## config.mk

```make
export PLATFORM = sky130hd
export DESIGN_NAME = dmem_write_monitor_flat
export DESIGN_NICKNAME = d
export VERILOG_FILES = /design/src/rtl/dmem_write_monitor_pkg.sv /design/src/rtl/dmem_write_monitor_if.sv /design/src/rtl/dmem_write_monitor_sat_counter.sv /design/src/rtl/dmem_write_monitor.sv /design/src/flat_wrapper.sv
export SDC_FILE = /design/constraint.sdc
export NUM_CORES = 1
export LEC_CHECK = 0
export CELL_PAD_IN_SITES_DETAIL_PLACEMENT = 0
export CELL_PAD_IN_SITES_GLOBAL_PLACEMENT = 1
export CORE_MARGIN = 2
export CORE_UTILIZATION = 35
export CTS_CLUSTER_SIZE = 8
export DETAILED_ROUTE_END_ITERATION = 10
export MAX_ROUTING_LAYER = met4
export PLACE_DENSITY = 0.95
export SYNTH_ARGS = -nofsm -noshare
export SYNTH_HDL_FRONTEND = slang
export SYNTH_SLANG_ARGS = --single-unit
```

## constraint.sdc

```tcl
create_clock -name clk -period 8.6 [get_ports clk]
set_input_delay 1.72 -clock clk [delete_from_list [all_inputs] [get_ports clk]]
set_output_delay 1.72 -clock clk [all_outputs]
set_load 0.01 [all_outputs]
```

## src/rtl/dmem_write_monitor_pkg.sv

```systemverilog
// rtl/dmem_write_monitor_pkg.sv - shared types and defaults for the data-memory write monitor
package dmem_monitor_pkg;

    typedef enum logic [1:0] {IDLE, RUN, PASS, FAIL} state_t;
    typedef enum logic [1:0] {NONE, BAD_DATA, BAD_ADDR, TIMEOUT} fail_cause_t;

    localparam logic [31:0] DEFAULT_DONE_ADDR  = 32'd100;
    localparam logic [31:0] DEFAULT_DONE_DATA  = 32'd7;
    localparam logic [31:0] DEFAULT_ADDR_LO    = 32'd0;
    localparam logic [31:0] DEFAULT_ADDR_HI    = 32'd252;
    localparam int          DEFAULT_MAX_CYCLES = 1000;
    localparam int          DEFAULT_CNT_W      = 16;

    // Offset compare keeps the range check a single unsigned test even when lo is 0.
    function automatic logic addr_illegal(input logic [31:0] adr,
                                          input logic [31:0] lo,
                                          input logic [31:0] hi);
        return ((adr - lo) > (hi - lo)) || (adr[1:0] != 2'b00);
    endfunction

endpackage

```

## src/rtl/dmem_write_monitor_if.sv

```systemverilog
// rtl/dmem_write_monitor_if.sv - core data-memory write port seen by the monitor
interface dmem_write_monitor_if;

    logic        MemWrite;
    logic [31:0] DataAdr;
    logic [31:0] WriteData;

    modport master (output MemWrite, output DataAdr, output WriteData);
    modport slave  (input  MemWrite, input  DataAdr, input  WriteData);

endinterface

```

## src/rtl/dmem_write_monitor_sat_counter.sv

```systemverilog
// rtl/dmem_write_monitor_sat_counter.sv - saturating up-counter with synchronous clear
module sat_counter #(
    parameter int W = 16
) (
    input  logic         clk,
    input  logic         reset,
    input  logic         clr,
    input  logic         en,
    output logic [W-1:0] q
);

    always_ff @(posedge clk or posedge reset) begin
        if (reset) begin
            q <= '0;
        end else if (clr) begin
            q <= '0;
        end else if (en && (q != {W{1'b1}})) begin
            q <= q + W'(1);
        end
    end

endmodule

```

## src/rtl/dmem_write_monitor.sv

```systemverilog
// rtl/dmem_write_monitor.sv - end-of-program PASS/FAIL checker on the core's store port
module dmem_write_monitor
    import dmem_monitor_pkg::*;
#(
    parameter logic [31:0] DONE_ADDR  = DEFAULT_DONE_ADDR,
    parameter logic [31:0] DONE_DATA  = DEFAULT_DONE_DATA,
    parameter logic [31:0] ADDR_LO    = DEFAULT_ADDR_LO,
    parameter logic [31:0] ADDR_HI    = DEFAULT_ADDR_HI,
    parameter int          MAX_CYCLES = DEFAULT_MAX_CYCLES,
    parameter int          CNT_W      = DEFAULT_CNT_W
) (
    input  logic                 clk,
    input  logic                 reset,
    input  logic                 start,
    dmem_write_monitor_if.slave  bus,
    output logic                 done,
    output logic                 pass,
    output logic                 fail,
    output logic [1:0]           fail_cause,
    output logic [CNT_W-1:0]     write_count,
    output logic [CNT_W-1:0]     cycle_count,
    output logic [31:0]          last_adr,
    output logic [31:0]          last_data
);

    localparam logic [CNT_W-1:0] CYC_LIMIT = CNT_W'(MAX_CYCLES - 1);

    state_t      state, state_n;
    fail_cause_t cause, cause_n;
    logic        in_run;
    logic        store;
    logic        run_entry;
    logic        cyc_en;
    logic        at_done_adr;
    logic        data_ok;
    logic        bad_adr;

    assign in_run      = (state == RUN);
    assign store       = in_run && bus.MemWrite;
    assign run_entry   = (state == IDLE) && start;
    // The cycle counter parks on the timeout cycle so a timed-out run reports MAX_CYCLES-1.
    assign cyc_en      = in_run && (cycle_count != CYC_LIMIT);
    assign at_done_adr = (bus.DataAdr == DONE_ADDR);
    assign data_ok     = (bus.WriteData == DONE_DATA);
    assign bad_adr     = addr_illegal(bus.DataAdr, ADDR_LO, ADDR_HI);

    always_comb begin
        state_n = state;
        cause_n = cause;
        case (state)
            IDLE: begin
                if (start) state_n = RUN;
            end
            RUN: begin
                if (store && at_done_adr && data_ok) begin
                    state_n = PASS;
                end else if (store && at_done_adr) begin
                    state_n = FAIL;
                    cause_n = BAD_DATA;
                end else if (store && bad_adr) begin
                    state_n = FAIL;
                    cause_n = BAD_ADDR;
                end else if (cycle_count == CYC_LIMIT) begin
                    state_n = FAIL;
                    cause_n = TIMEOUT;
                end
            end
            default: ;
        endcase
    end

    always_ff @(posedge clk or posedge reset) begin
        if (reset) begin
            state <= IDLE;
            cause <= NONE;
        end else begin
            state <= state_n;
            cause <= cause_n;
        end
    end

    always_ff @(posedge clk or posedge reset) begin
        if (reset) begin
            last_adr  <= '0;
            last_data <= '0;
        end else if (store) begin
            last_adr  <= bus.DataAdr;
            last_data <= bus.WriteData;
        end
    end

    sat_counter #(.W(CNT_W)) u_write_cnt (
        .clk   (clk),
        .reset (reset),
        .clr   (run_entry),
        .en    (store),
        .q     (write_count)
    );

    sat_counter #(.W(CNT_W)) u_cycle_cnt (
        .clk   (clk),
        .reset (reset),
        .clr   (run_entry),
        .en    (cyc_en),
        .q     (cycle_count)
    );

    assign pass       = (state == PASS);
    assign fail       = (state == FAIL);
    assign done       = pass | fail;
    assign fail_cause = cause;

endmodule

```

## src/flat_wrapper.sv

```systemverilog
// flat-port wrapper written by rule: the top's interface ports become plain ports
module dmem_write_monitor_flat import dmem_monitor_pkg::*;
#(
    parameter logic [31:0] DONE_ADDR  = DEFAULT_DONE_ADDR,
    parameter logic [31:0] DONE_DATA  = DEFAULT_DONE_DATA,
    parameter logic [31:0] ADDR_LO    = DEFAULT_ADDR_LO,
    parameter logic [31:0] ADDR_HI    = DEFAULT_ADDR_HI,
    parameter int          MAX_CYCLES = DEFAULT_MAX_CYCLES,
    parameter int          CNT_W      = DEFAULT_CNT_W
)
  (clk, reset, start, done, pass, fail, fail_cause, write_count, cycle_count, last_adr, last_data, bus_MemWrite, bus_DataAdr, bus_WriteData);
  dmem_write_monitor_if bus_i ();
  input  logic clk;
  input  logic reset;
  input  logic start;
  output logic done;
  output logic pass;
  output logic fail;
  output logic [1:0] fail_cause;
  output logic [CNT_W-1:0] write_count;
  output logic [CNT_W-1:0] cycle_count;
  output logic [31:0] last_adr;
  output logic [31:0] last_data;
  input wire logic [$bits(bus_i.MemWrite)-1:0] bus_MemWrite;
  input wire logic [$bits(bus_i.DataAdr)-1:0] bus_DataAdr;
  input wire logic [$bits(bus_i.WriteData)-1:0] bus_WriteData;
  assign bus_i.MemWrite = bus_MemWrite;
  assign bus_i.DataAdr = bus_DataAdr;
  assign bus_i.WriteData = bus_WriteData;
  dmem_write_monitor #(.DONE_ADDR(DONE_ADDR), .DONE_DATA(DONE_DATA), .ADDR_LO(ADDR_LO), .ADDR_HI(ADDR_HI), .MAX_CYCLES(MAX_CYCLES), .CNT_W(CNT_W)) u_core (.clk(clk), .reset(reset), .start(start), .bus(bus_i), .done(done), .pass(pass), .fail(fail), .fail_cause(fail_cause), .write_count(write_count), .cycle_count(cycle_count), .last_adr(last_adr), .last_data(last_data));
endmodule
```

Yosys cells after proc, flatten, opt, wreduce, memory -nomap -nowiden
Cells that the tools add are included.
- bitwise gates (word level): 2
- $lt $le $gt $ge: 1
- multiplexer cells: 12
- reduce and logical (&&, ||, !) cells: 17
- $add $sub $neg: 2
- equality and inequality tests: 11
- operators with widths (kind ; number):
    2-to-1 mux 16 bit ; 4
    adder 16 x 1 -> 16 bit, second input constant ; 2
    == test 32 x 3 -> 1 bit, second input constant ; 1
    == test 32 x 7 -> 1 bit, second input constant ; 1
    greater-than comparator 32 x 8 -> 1 bit, second input constant ; 1
    inequality test 16 bit, second input constant ; 2
    == test 16 x 10 -> 1 bit, second input constant ; 1
    inequality test 16 x 10 -> 1 bit, second input constant ; 1
    2-to-1 mux 2 bit ; 7
    logical AND 1 bit ; 8
    nonzero test 2 bit ; 4
    AND reduction 3 bit ; 2
    inequality test 5 bit, second input constant ; 1
    == test 2 bit, second input constant ; 2
    case mux 2 bit (2 select lines) ; 1
    nonzero test 3 bit ; 1
    == test 2 x 1 -> 1 bit, second input constant ; 1
    logical NOT 2 bit ; 1
    inequality test 2 bit, second input constant ; 1
    logical OR 1 bit ; 1
    NOT 1 bit ; 1
    OR 1 bit ; 1
- register bits after elaboration: 100
- word-level logic and storage cells: 51
- output and inout bits: 101

Logic depth before layout (Yosys ltp)
Gate-level depths: netlist of run 1.
- depth in word-level cells: 7
- depth in mapped cells: 7

Modules after synthesis
A second synthesis of run 1 with hierarchy kept.
- cells, all modules: 534
- area total of the unflattened synthesis: 4749.6 µm²
- modules (own cells, without submodules) (module ; instances ; cells each ; area each (µm²)):
    dmem_write_monitor ; 1 ; 332 ; 2885.3
    sat_counter ; 2 ; 101 ; 932.1

Worst setup path after synthesis of run 1
No wires, ideal clock.
- kind: input to register
- from: input port bus_WriteData[3]
- to: register u_core.cause[0], in the netlist u_core.fail_cause[0]
- setup time: 123 ps
- stages: 4
- arrival: 3078 ps
- required time: 8477 ps
- path slack: 5399 ps
- cell sequence: or4b_2 nor4_1 a31oi_1 o221a_2
- word-level cells in the longest chain between the ends: 4
- RTL lines (what ; line ; RTL):
    from (decl) ; flat_wrapper.sv:26 ; input wire logic [$bits(bus_i.WriteData)-1:0] bus_WriteData;
    == test 32 x 3 -> 1 bit ; dmem_write_monitor.sv:44 ; assign data_ok = (bus.WriteData == DONE_DATA);
    logical AND 1 bit ; dmem_write_monitor.sv:55 ; if (store && at_done_adr && data_ok) begin
    NOT 1 bit (no source line) ; - ;
    AND reduction 3 bit (no source line) ; - ;
    to (signal assigned) ; dmem_write_monitor.sv:78 ; cause <= cause_n;
    to (decl) ; dmem_write_monitor.sv:29 ; fail_cause_t cause, cause_n;
Every way passes these cells.
A chain may end at the register's enable or synchronous reset.

Worst setup path after layout of run 1
- from: input port bus_MemWrite
- to: register u_core.u_write_cnt.q[9]
- word-level cells in the longest chain between the ends: 3
- RTL lines (what ; line ; RTL):
    from (decl) ; flat_wrapper.sv:24 ; input wire logic [$bits(bus_i.MemWrite)-1:0] bus_MemWrite;
    logical AND 1 bit ; dmem_write_monitor.sv:39 ; assign store = in_run && bus.MemWrite;
    logical AND 1 bit ; dmem_write_monitor_sat_counter.sv:17 ; end else if (en && (q != {W{1'b1}})) begin
    nonzero test 2 bit (no source line) ; - ;
    to (signal assigned) ; dmem_write_monitor_sat_counter.sv:18 ; q <= q + W'(1);
    to (decl) ; dmem_write_monitor_sat_counter.sv:9 ; output logic [W-1:0] q
Every way passes these cells.

==> results of run 1 <==
==> cells by family (layout without fill, tap and decap cells) <==
family                   after synthesis  after routing
buffers and inverters                 30            194
multiplexers                           5              5
AND/OR/NAND/NOR                      313            313
XOR/XNOR                              11             11
AO/OA/AOI/OAI                         45             45
flip-flops                           100            100
adder cells (fa/ha/maj)                2              2
==> worst paths after layout <==
path                                      endpoint  cells after the start
setup / recovery           u_core.u_write_cnt.q[9]                      5
hold / removal                u_core.last_data[22]                      2
setup reg to reg           u_core.u_write_cnt.q[9]                      5
hold reg to reg               u_core.last_data[22]                      2
min in group asynchronous      u_core.last_adr[16]                      2
max in group asynchronous  u_core.u_cycle_cnt.q[2]                      3
==> stage by stage <==
| step | total power (uW) | hold WS (ns) | setup slack [ns] |
|---|---|---|---|
| global placement | 929 | 0.458 | 3.78 |
| detailed placement | 938 | 0.463 | 3.68 |
| floorplan | 717 | 0.514 | 4.26 |
| finish | 1350 | 0.473 | 4.27 |
| CTS | 1360 | 0.479 | 4.03 |
| global route | 1420 | 0.495 | 4.04 |
==> cell type report <==
type / count / area (um2) / share of cell area
Clock buffer: 10 / 229 / 0.0345
Clock inverter: 5 / 77.6 / 0.0117
Inverter: 8 / 32.5 / 0.00490
Multi-Input combinational cell: 376 / 1880 / 0.284
Sequential cell: 100 / 2500 / 0.377
Tap cell: 172 / 215 / 0.0324
Timing Repair Buffer: 171 / 1700 / 0.256
==> cells in the final DEF (no fill, tap or decap), types with 7 or more instances in the layout <==
cell type        Yosys  final
a21oi_1              8      8
clkbuf_16            0      9
clkdlybuf4s50_1      0    168
dfrtp_1            100    100
inv_1                8      7
nand2_1            210    210
nand3_1             16     16
nand4_1              8      8
nor2_1              21     21
nor4_1              17     17
o21ai_0              9      8
xnor2_1              9      9
==> tightest hold or removal path, stage by stage, from the launching register on <==
cell,delay [ns]
dfrtp_1,0.34
nand2_1,0.05
nand2_1,0.05
==> synthesized netlist by cell type (all sizes together) (2+ instances only) <==
master  number
ha           2
inv          8
a21oi        8
nand3b       2
nor2        21
o21ai        9
a21o         3
nand4        8
and3         4
and4         2
mux2i        5
nand2      210
nor3b        3
xnor2        9
a211oi       2
o31ai        6
or4          4
xor2         2
o221a        2
nor3         4
nand3       16
nor4        17
o21a         2
nand2b       3
dfrtp      100
o211ai       6
clkbuf      19
and2         4
buf          3
or4b         3
or3          5
==> registers in the layout (all words and copies together), names as in the netlist <==
register / flops
u_core.fail_cause: 2
u_core.last_adr: 32
u_core.state: 2
u_core.u_cycle_cnt.q: 16
u_core.u_write_cnt.q: 16
u_core.last_data: 32
==> power by group <==
| part | switching (uW) | total (uW) | internal (uW) |
|---|---|---|---|
| sequential | 59.2 | 604 | 545 |
| clock | 168 | 420 | 252 |
| combinational | 133 | 323 | 191 |
| total | 360 | 1350 | 988 |
==> per-layer routing <==
layer | up-vias | part of all wire | GRT usage
li1 | 2021 | - | -
met1 | 2000 | 0.45 | 0.243
met2 | 132 | 0.49 | 0.300
met3 | 16 | 0.052 | 0.0433
met4 | 0 | 0.015 | 0.0640
met5 | - | 0 | -
==> metrics.cfg, run 1 <==
[run_status]
run_status=finished clean

[floorplanning]
effective_utilization_at_floorplan=0.358
fp.dieW_um=117
fp.dieH_um=117
boundaryPins=169
rows=41
die_area_mm2=0.0138
core_area_mm2=0.0126

[yosys]
yosys.area_share.simple=0.311
syn_nets=576
synth-edff-count=0
xor_and_xnor_fraction_of_the_mapped_netlist_area=0.0214
async_flop_share=1.00
synth-adder-area-share=0.00556
yosys_register_bits=100
mappedNetlistArea_mm2=0.00450
seq_area_frac_synth=0.556
yosysTopAreaCellShare=0.556
yosys-mux-area-fraction=0.0111
postSynthCellCount=506
synth_top_cells_by_area=dfrtp_1 56%, nand2_1 18%, nor4_1 2.4%
ys_warn_count=0
synth_top_family_by_area=simple AND/OR/NAND/NOR gates
dominantRegCellSynth=dfrtp_1
synthesis.area_per_instance_um2=8.89
compound_gate_fraction_of_synth_area=0.0687
synthDistinctLibCells=51
synth_area_leader_cell=dfrtp_1

[critical_path]
worstPathArrival_ns=4.59
worstPathCellList=clkdlybuf4s50_1, and2_2, o21ai_1, or4_1, a21oi_1
critical_path.startpoint=bus_MemWrite
critPathRequiredTime_ns=8.86
r2r_setup_slack_ns=5.37
element_type_at_the_critical_path_start=input port
cp_max_fo=65
worst_path_max_delay_cell=and2_2
path_delay_family=simple AND/OR/NAND/NOR gates
highest_cell_delay_on_the_worst_timing_path_ns=0.93
timing.rr.start=u_core.state[1]
worst_setup_path_end_kind=flip-flop
timing.critical_path.buf_inv=1
timing_worst_setup_path_type=in2reg

[global_route]
overflow=0
grt_antenna_before_repair=0
grt_start_max_net_pins=66
grt_pass1_vias=4126
grt_use_total=0.190
grt_pass1_wl_um=20700

[timing]
timing.final.crit_share=0.503
clock.fmax_mhz=231
setup-tns-final_ns=0
final.min_clock_period_ns=4.33
finalHoldViolCount=0
setup_repair_after_global_routing_missed_its_margin=no
worst-slew-pin-transition_ns=1.20
worst_clock_skew_ns=0.00903
setup_viol=0
worst_slew_margin_rel=0.199
report.final.slew_viol_count=0

[pwr]
pwr_density_cell_mw_per_mm2=203
cellLeakagePower_uw=0.00296
peakVddDrop_v=0.0000876

[clock_tree]
cts.sinks=100
clk_pin_slew_worst_paths_ns=0.07
cts.repair_timing.setup_buffer_count=0
hold_buffers=0
clockRootBuffer=clkbuf_16
tritoncts=built
clock_latency_reported_for_the_late_side_of_the_worst_skew_pair_ns=0.34
htreeDepth=3
cts_made_buffers=9
cts_repair_resize_count=0
cts.path.max_buffers=2

[placed_design]
postPlaceCellArea_mm2=0.00634
place.port_buffers=168
gpl.final_weighted_congestion=0.822
dp_hpwl_um=9010
place_inst=827

[route]
route.final.wire_length_um=12400
initialDrtViolationCount=302
drt_first_pass_iters=4
drt-vias-per-instance=4.95
remaining_drc_errors=0
route.vias.total=4169
detail-route-antenna-nets=0
wire_per_inst_um=14.7

[cells_and_area]
finalNetCount=736
filler_cell_count=1151
drive_gt1_frac=0.0418
design_area_mm2=0.00665
finish.utilization=0.529
antenna_cells=0
finalNonFillerCells=842
flow.area_growth_from_synthesis_pct=47.7

[min_path]
timing.hold.worst.class=reg2reg
hold_path_startpoint=u_core.last_data[22]

[flow_run]
max_cap_viol_count=0

No activity file was read; power rests on OpenSTA's default activity.
==> run 2: changes to the inputs <==
CORE_UTILIZATION = 32   (was 35)
PLACE_DENSITY = 0.9   (was 0.95)
clock period = 4 ns   (was 8.6 ns; I/O delays follow)
==> run 2 against run 1 <==
  * Register-to-register slack got worse by 3.8 ns
  * Global-route usage shrank 2.0 points
  * Critical path depth up 1
  * Count of clock-buffer cells in the layout is 1 higher
  * Largest power group unchanged
==> metrics.cfg, run 2 (same netlist as run 1, synthesis figures left out) <==
[cells_and_area]
antenna_cells=0
finalNetCount=737
mostFrequentLayoutCells=210 x nand2_1, 168 x clkdlybuf4s50_1, 100 x dfrtp_1
drive_gt1_frac=0.0461
flow.area_growth_from_synthesis_pct=48.5
top_regs=u_core.last_adr x32, u_core.last_data x32
layout.cells.most_common=nand2_1

[route]
initialDrtViolationCount=215
route.vias.total=4223
remaining_drc_errors=0
drt-vias-per-instance=4.96
route.final.wire_length_um=12700
wire_per_inst_um=14.9
detail-route-antenna-nets=0
drt_first_pass_iters=5

[timing]
timing.final.ws_setup_ns=1.36
finalHoldViolCount=0
final.min_clock_period_ns=2.64
timing.final.crit_share=0.659
setup_viol=0
clock.fmax_mhz=379
worst_slew_margin_rel=0.452
report.final.slew_viol_count=0
worst-slew-pin-transition_ns=0.817
worst_clock_skew_ns=0.00614
setup_repair_after_global_routing_missed_its_margin=no
setup-tns-final_ns=0

[floorplanning]
core_area_mm2=0.0138
rows=43
effective_utilization_at_floorplan=0.325
boundaryPins=169
fp.dieH_um=123
fp.dieW_um=123
die_area_mm2=0.0150

[placed_design]
pre_cts_ws_ns=1.00
gpl.final_weighted_congestion=0.835
dp_hpwl_um=9200
place.port_buffers=168

[critical_path]
worst_setup_path_end_kind=flip-flop
worst_path_max_delay_cell=clkdlybuf4s50_1
path_delay_family=simple AND/OR/NAND/NOR gates
timing_worst_setup_path_type=in2reg
timing.critical_path.buf_inv=1
critPathRequiredTime_ns=4.21
worstPathArrival_ns=2.85
cp_max_fo=14
worstPathCellList=clkdlybuf4s50_1, nand3b_1, or2_2, nor4_1, xnor2_1, nor2_1
element_type_at_the_critical_path_start=input port
highest_cell_delay_on_the_worst_timing_path_ns=0.55

[clock_tree]
cts.path.max_buffers=2
htreeDepth=3
cts_repair_resize_count=0
cts.sinks=100
hold_buffers=0
cts.repair_timing.setup_buffer_count=0
clock_latency_reported_for_the_late_side_of_the_worst_skew_pair_ns=0.33
tritoncts=built
clk_pin_slew_worst_paths_ns=0.06
clockRootBuffer=clkbuf_16
cts_made_buffers=9

[min_path]
timing.hold.worst.class=reg2reg

[pwr]
peakVddDrop_v=0.000188
power.share.sequential=0.448
cellLeakagePower_uw=0.00297
share_clk_of_total_power=0.310
netSwitchingFraction=0.272
pwr_density_cell_mw_per_mm2=432
switch_pwr_uw=786
power_frac_comb=0.242
intPower_uw=2100

[global_route]
grt_pass1_vias=3862
grt_antenna_before_repair=0
grt_pass1_wl_um=19500
grt_start_max_net_pins=65
overflow=0
grt_use_total=0.170

[flow_run]
max_cap_viol_count=0

[run_status]
run_status=finished clean

run 2: cell count changes in the layout (fill, tap and decap cells not counted), sizes merged:
cell	before	now
buf	3	4
bufinv	2	1
clkbuf	10	11
clkinv	2	3
run 2: stage by stage:
step	hold slack [ns]	total power [uW]	instance area, um2	std cells	util
detailed placement	0.462	2020	6370	836	0.461
global placement	0.457	2000	6370	836	0.461
floorplan	0.514	1540	4500	506	-
CTS	0.479	2920	6680	852	0.483
global route	0.492	3040	6680	852	0.483
finish	0.472	2890	6680	852	0.483
run 2: final timing paths:
check / startpoint / to / slack, ns / cells after the start
setup / recovery: bus_MemWrite / u_core.u_write_cnt.q[15] / 1.36 / 6
hold / removal: u_core.last_data[6] / u_core.last_data[6] / 0.47 / 2
setup reg to reg: u_core.u_cycle_cnt.q[0] / u_core.fail_cause[1] / 1.60 / 6
hold reg to reg: u_core.last_data[6] / u_core.last_data[6] / 0.47 / 2
max in group asynchronous: reset / u_core.last_data[6] / 2.36 / 3
min in group asynchronous: reset / u_core.last_adr[17] / 0.93 / 2
run 2: per-layer routing:
metal,track usage,share of wire,vias up
met5,-,0,-
met4,0.0589,0.013,0
met3,0.0279,0.056,13
met2,0.265,0.49,154
met1,0.225,0.45,2035
li1,-,-,2021
run 2: tightest hold or removal path: cells and delay by family, from the launching register on:
family           cells  cell delay [ns]
AND/OR/NAND/NOR      2             0.11
flip-flops           1             0.34
run 2: power by group through the flow:
| stage | clock, uW | sequential (uW) | combinational, uW |
|---|---|---|---|
| final | 896 | 1300 | 698 |
| after global routing | 960 | 1320 | 758 |
| after CTS | 920 | 1300 | 709 |
| after detailed placement | 0 | 1310 | 707 |
| after global placement | 0 | 1310 | 693 |
| after floorplan | 0 | 1370 | 171 |
run 2: layout make-up:
| type | instances | area, um2 |
|---|---|---|
| Fill cell | 1295 | 7150 |
| Sequential cell | 100 | 2500 |
| Multi-Input combinational cell | 376 | 1880 |
| Timing Repair Buffer | 172 | 1720 |
| Clock buffer | 11 | 253 |
| Tap cell | 180 | 225 |
| Clock inverter | 5 | 60.1 |
| Inverter | 8 | 32.5 |
==> run 3: changes to the inputs <==
CORE_UTILIZATION = 29   (was 32)
PLACE_DENSITY = 0.86   (was 0.9)
clock period = 2.4 ns   (was 4 ns; I/O delays follow)
==> run 3 against run 2 <==
  * Cell count rose by 3.3%
  * Count of clock-buffer cells in the layout fell by 1
  * Highest routed layer unchanged
  * Via count rose by 1.2%
  * Largest cell class unchanged
  * Power rose by 72%
  * Sequential power rose by 65%
  * Clock skew fell by 0.0022 ns
  * Combinational power rose by 76%
==> metrics.cfg, run 3 (same netlist as run 1, synthesis figures left out) <==
[clock_tree]
cts_made_buffers=9
clock_latency_reported_for_the_late_side_of_the_worst_skew_pair_ns=0.34
clk_pin_slew_worst_paths_ns=0.07
cts.sinks=100
clockRootBuffer=clkbuf_16
cts.path.max_buffers=2
cts.repair_timing.setup_buffer_count=0
htreeDepth=3
tritoncts=built

[cells_and_area]
layout.cells.most_common=nand2_1
mostFrequentLayoutCells=210 x nand2_1, 168 x clkdlybuf4s50_1, 100 x dfrtp_1
ff_latch_area_mm2=0.00250
top_regs=u_core.last_adr x32, u_core.last_data x32
drive_gt1_frac=0.0737
finalNetCount=757
antenna_cells=0
multi_input_area_mm2=0.00188
filler_cell_count=1441
flow.area_growth_from_synthesis_pct=52.4
finalNonFillerCells=880

[route]
detail-route-antenna-nets=0
initialDrtViolationCount=203
drt_first_pass_iters=4
drt-vias-per-instance=4.85
remaining_drc_errors=0
wire_per_inst_um=14.9
route.vias.total=4272
route.final.wire_length_um=13100

[critical_path]
timing_worst_setup_path_type=reg2reg
critPathRequiredTime_ns=2.66
element_type_at_the_critical_path_start=flip-flop
cp_max_fo=3
worst_setup_path_end_kind=flip-flop
r2r_setup_slack_ns=0.11
timing.rr.start=u_core.u_cycle_cnt.q[1]
critical_path.startpoint=u_core.u_cycle_cnt.q[1]
worstPathArrival_ns=2.55

[floorplanning]
fp.dieW_um=129
boundaryPins=169
fp.dieH_um=129
rows=45
die_area_mm2=0.0165
effective_utilization_at_floorplan=0.296
core_area_mm2=0.0152

[timing]
setup-tns-final_ns=0
worst_clock_skew_ns=0.00392
worst_slew_margin_rel=0.556
worst-slew-pin-transition_ns=0.666
finalHoldViolCount=0
timing.final.ws_setup_ns=0.113
setup_repair_after_global_routing_missed_its_margin=no
timing.final.crit_share=0.953
report.final.slew_viol_count=0
clock.fmax_mhz=437
holdWs_ns=0.473
setup_viol=0
final.min_clock_period_ns=2.29

[pwr]
peakVddDrop_v=0.000309
cellLeakagePower_uw=0.00308
design_power_total_uw=4960
pwr_density_cell_mw_per_mm2=723

[global_route]
grt_antenna_before_repair=0
grt_pass1_wl_um=21200
grt_use_total=0.166
overflow=0
grt_pass1_vias=4216
grt_start_max_net_pins=101

[placed_design]
place_inst=864
pre_cts_ws_ns=-0.169
place.port_buffers=168
dp_hpwl_um=9470
gpl.final_weighted_congestion=0.847

[flow_run]
max_cap_viol_count=0

[run_status]
run_status=finished clean

[min_path]
hold_path_startpoint=u_core.last_data[11]
timing.hold.worst.class=reg2reg

run 3: changes by cell type in the layout (fill, tap and decap cells not counted), sizes merged:
cell,before,now
bufinv,1,2
clkinv,3,4
clkbuf,11,10
buf,4,24
inv,8,7
run 3: final timing paths:
path / end / depth (start not counted)
setup / recovery: u_core.fail_cause[1] / 6
hold / removal: u_core.last_data[11] / 2
setup reg to reg: u_core.fail_cause[1] / 6
hold reg to reg: u_core.last_data[11] / 2
max in group asynchronous: u_core.last_adr[23] / 3
min in group asynchronous: u_core.last_data[9] / 3
run 3: what timing repair did:
action	CTS	global route
setup endpoints to repair	0	2
gates resized for setup	0	1
hold buffers	0	0
run 3: layout make-up:
cell class,count,area share
clock inverter,6,0.0128
tap,188,0.0343
multi-input combinational,376,0.275
timing repair buffer,192,0.273
inverter,8,0.00493
clock buffer,10,0.0349
sequential,100,0.365
run 3: report_power, final:
| part | internal, uW | switching (uW) | total (uW) |
|---|---|---|---|
| sequential | 1950 | 189 | 2140 |
| combinational | 718 | 512 | 1230 |
| clock | 943 | 643 | 1590 |
| total | 3610 | 1340 | 4960 |
run 3: critical path, stage by stage (launching register included):
cell,delay [ns]
dfrtp_1,0.36
ha_1,0.22
or4b_1,0.45
or4_1,0.57
a211o_1,0.32
o221a_1,0.20
o22ai_1,0.10
run 3: metal layers:
layer / vias up / routed length [um] / global-route usage
li1: 2074 / - / -
met1: 2055 / 5970 / 0.217
met2: 126 / 6330 / 0.260
met3: 17 / 579 / 0.0249
met4: 0 / 259 / 0.0633
met5: - / 0 / -
run 3: per-stage QoR:
stage / instance area, um2 / utilization
floorplan: 4500 / -
global placement: 6530 / 0.430
detailed placement: 6530 / 0.430
CTS: 6860 / 0.451
global route: 6860 / 0.451
finish: 6860 / 0.451
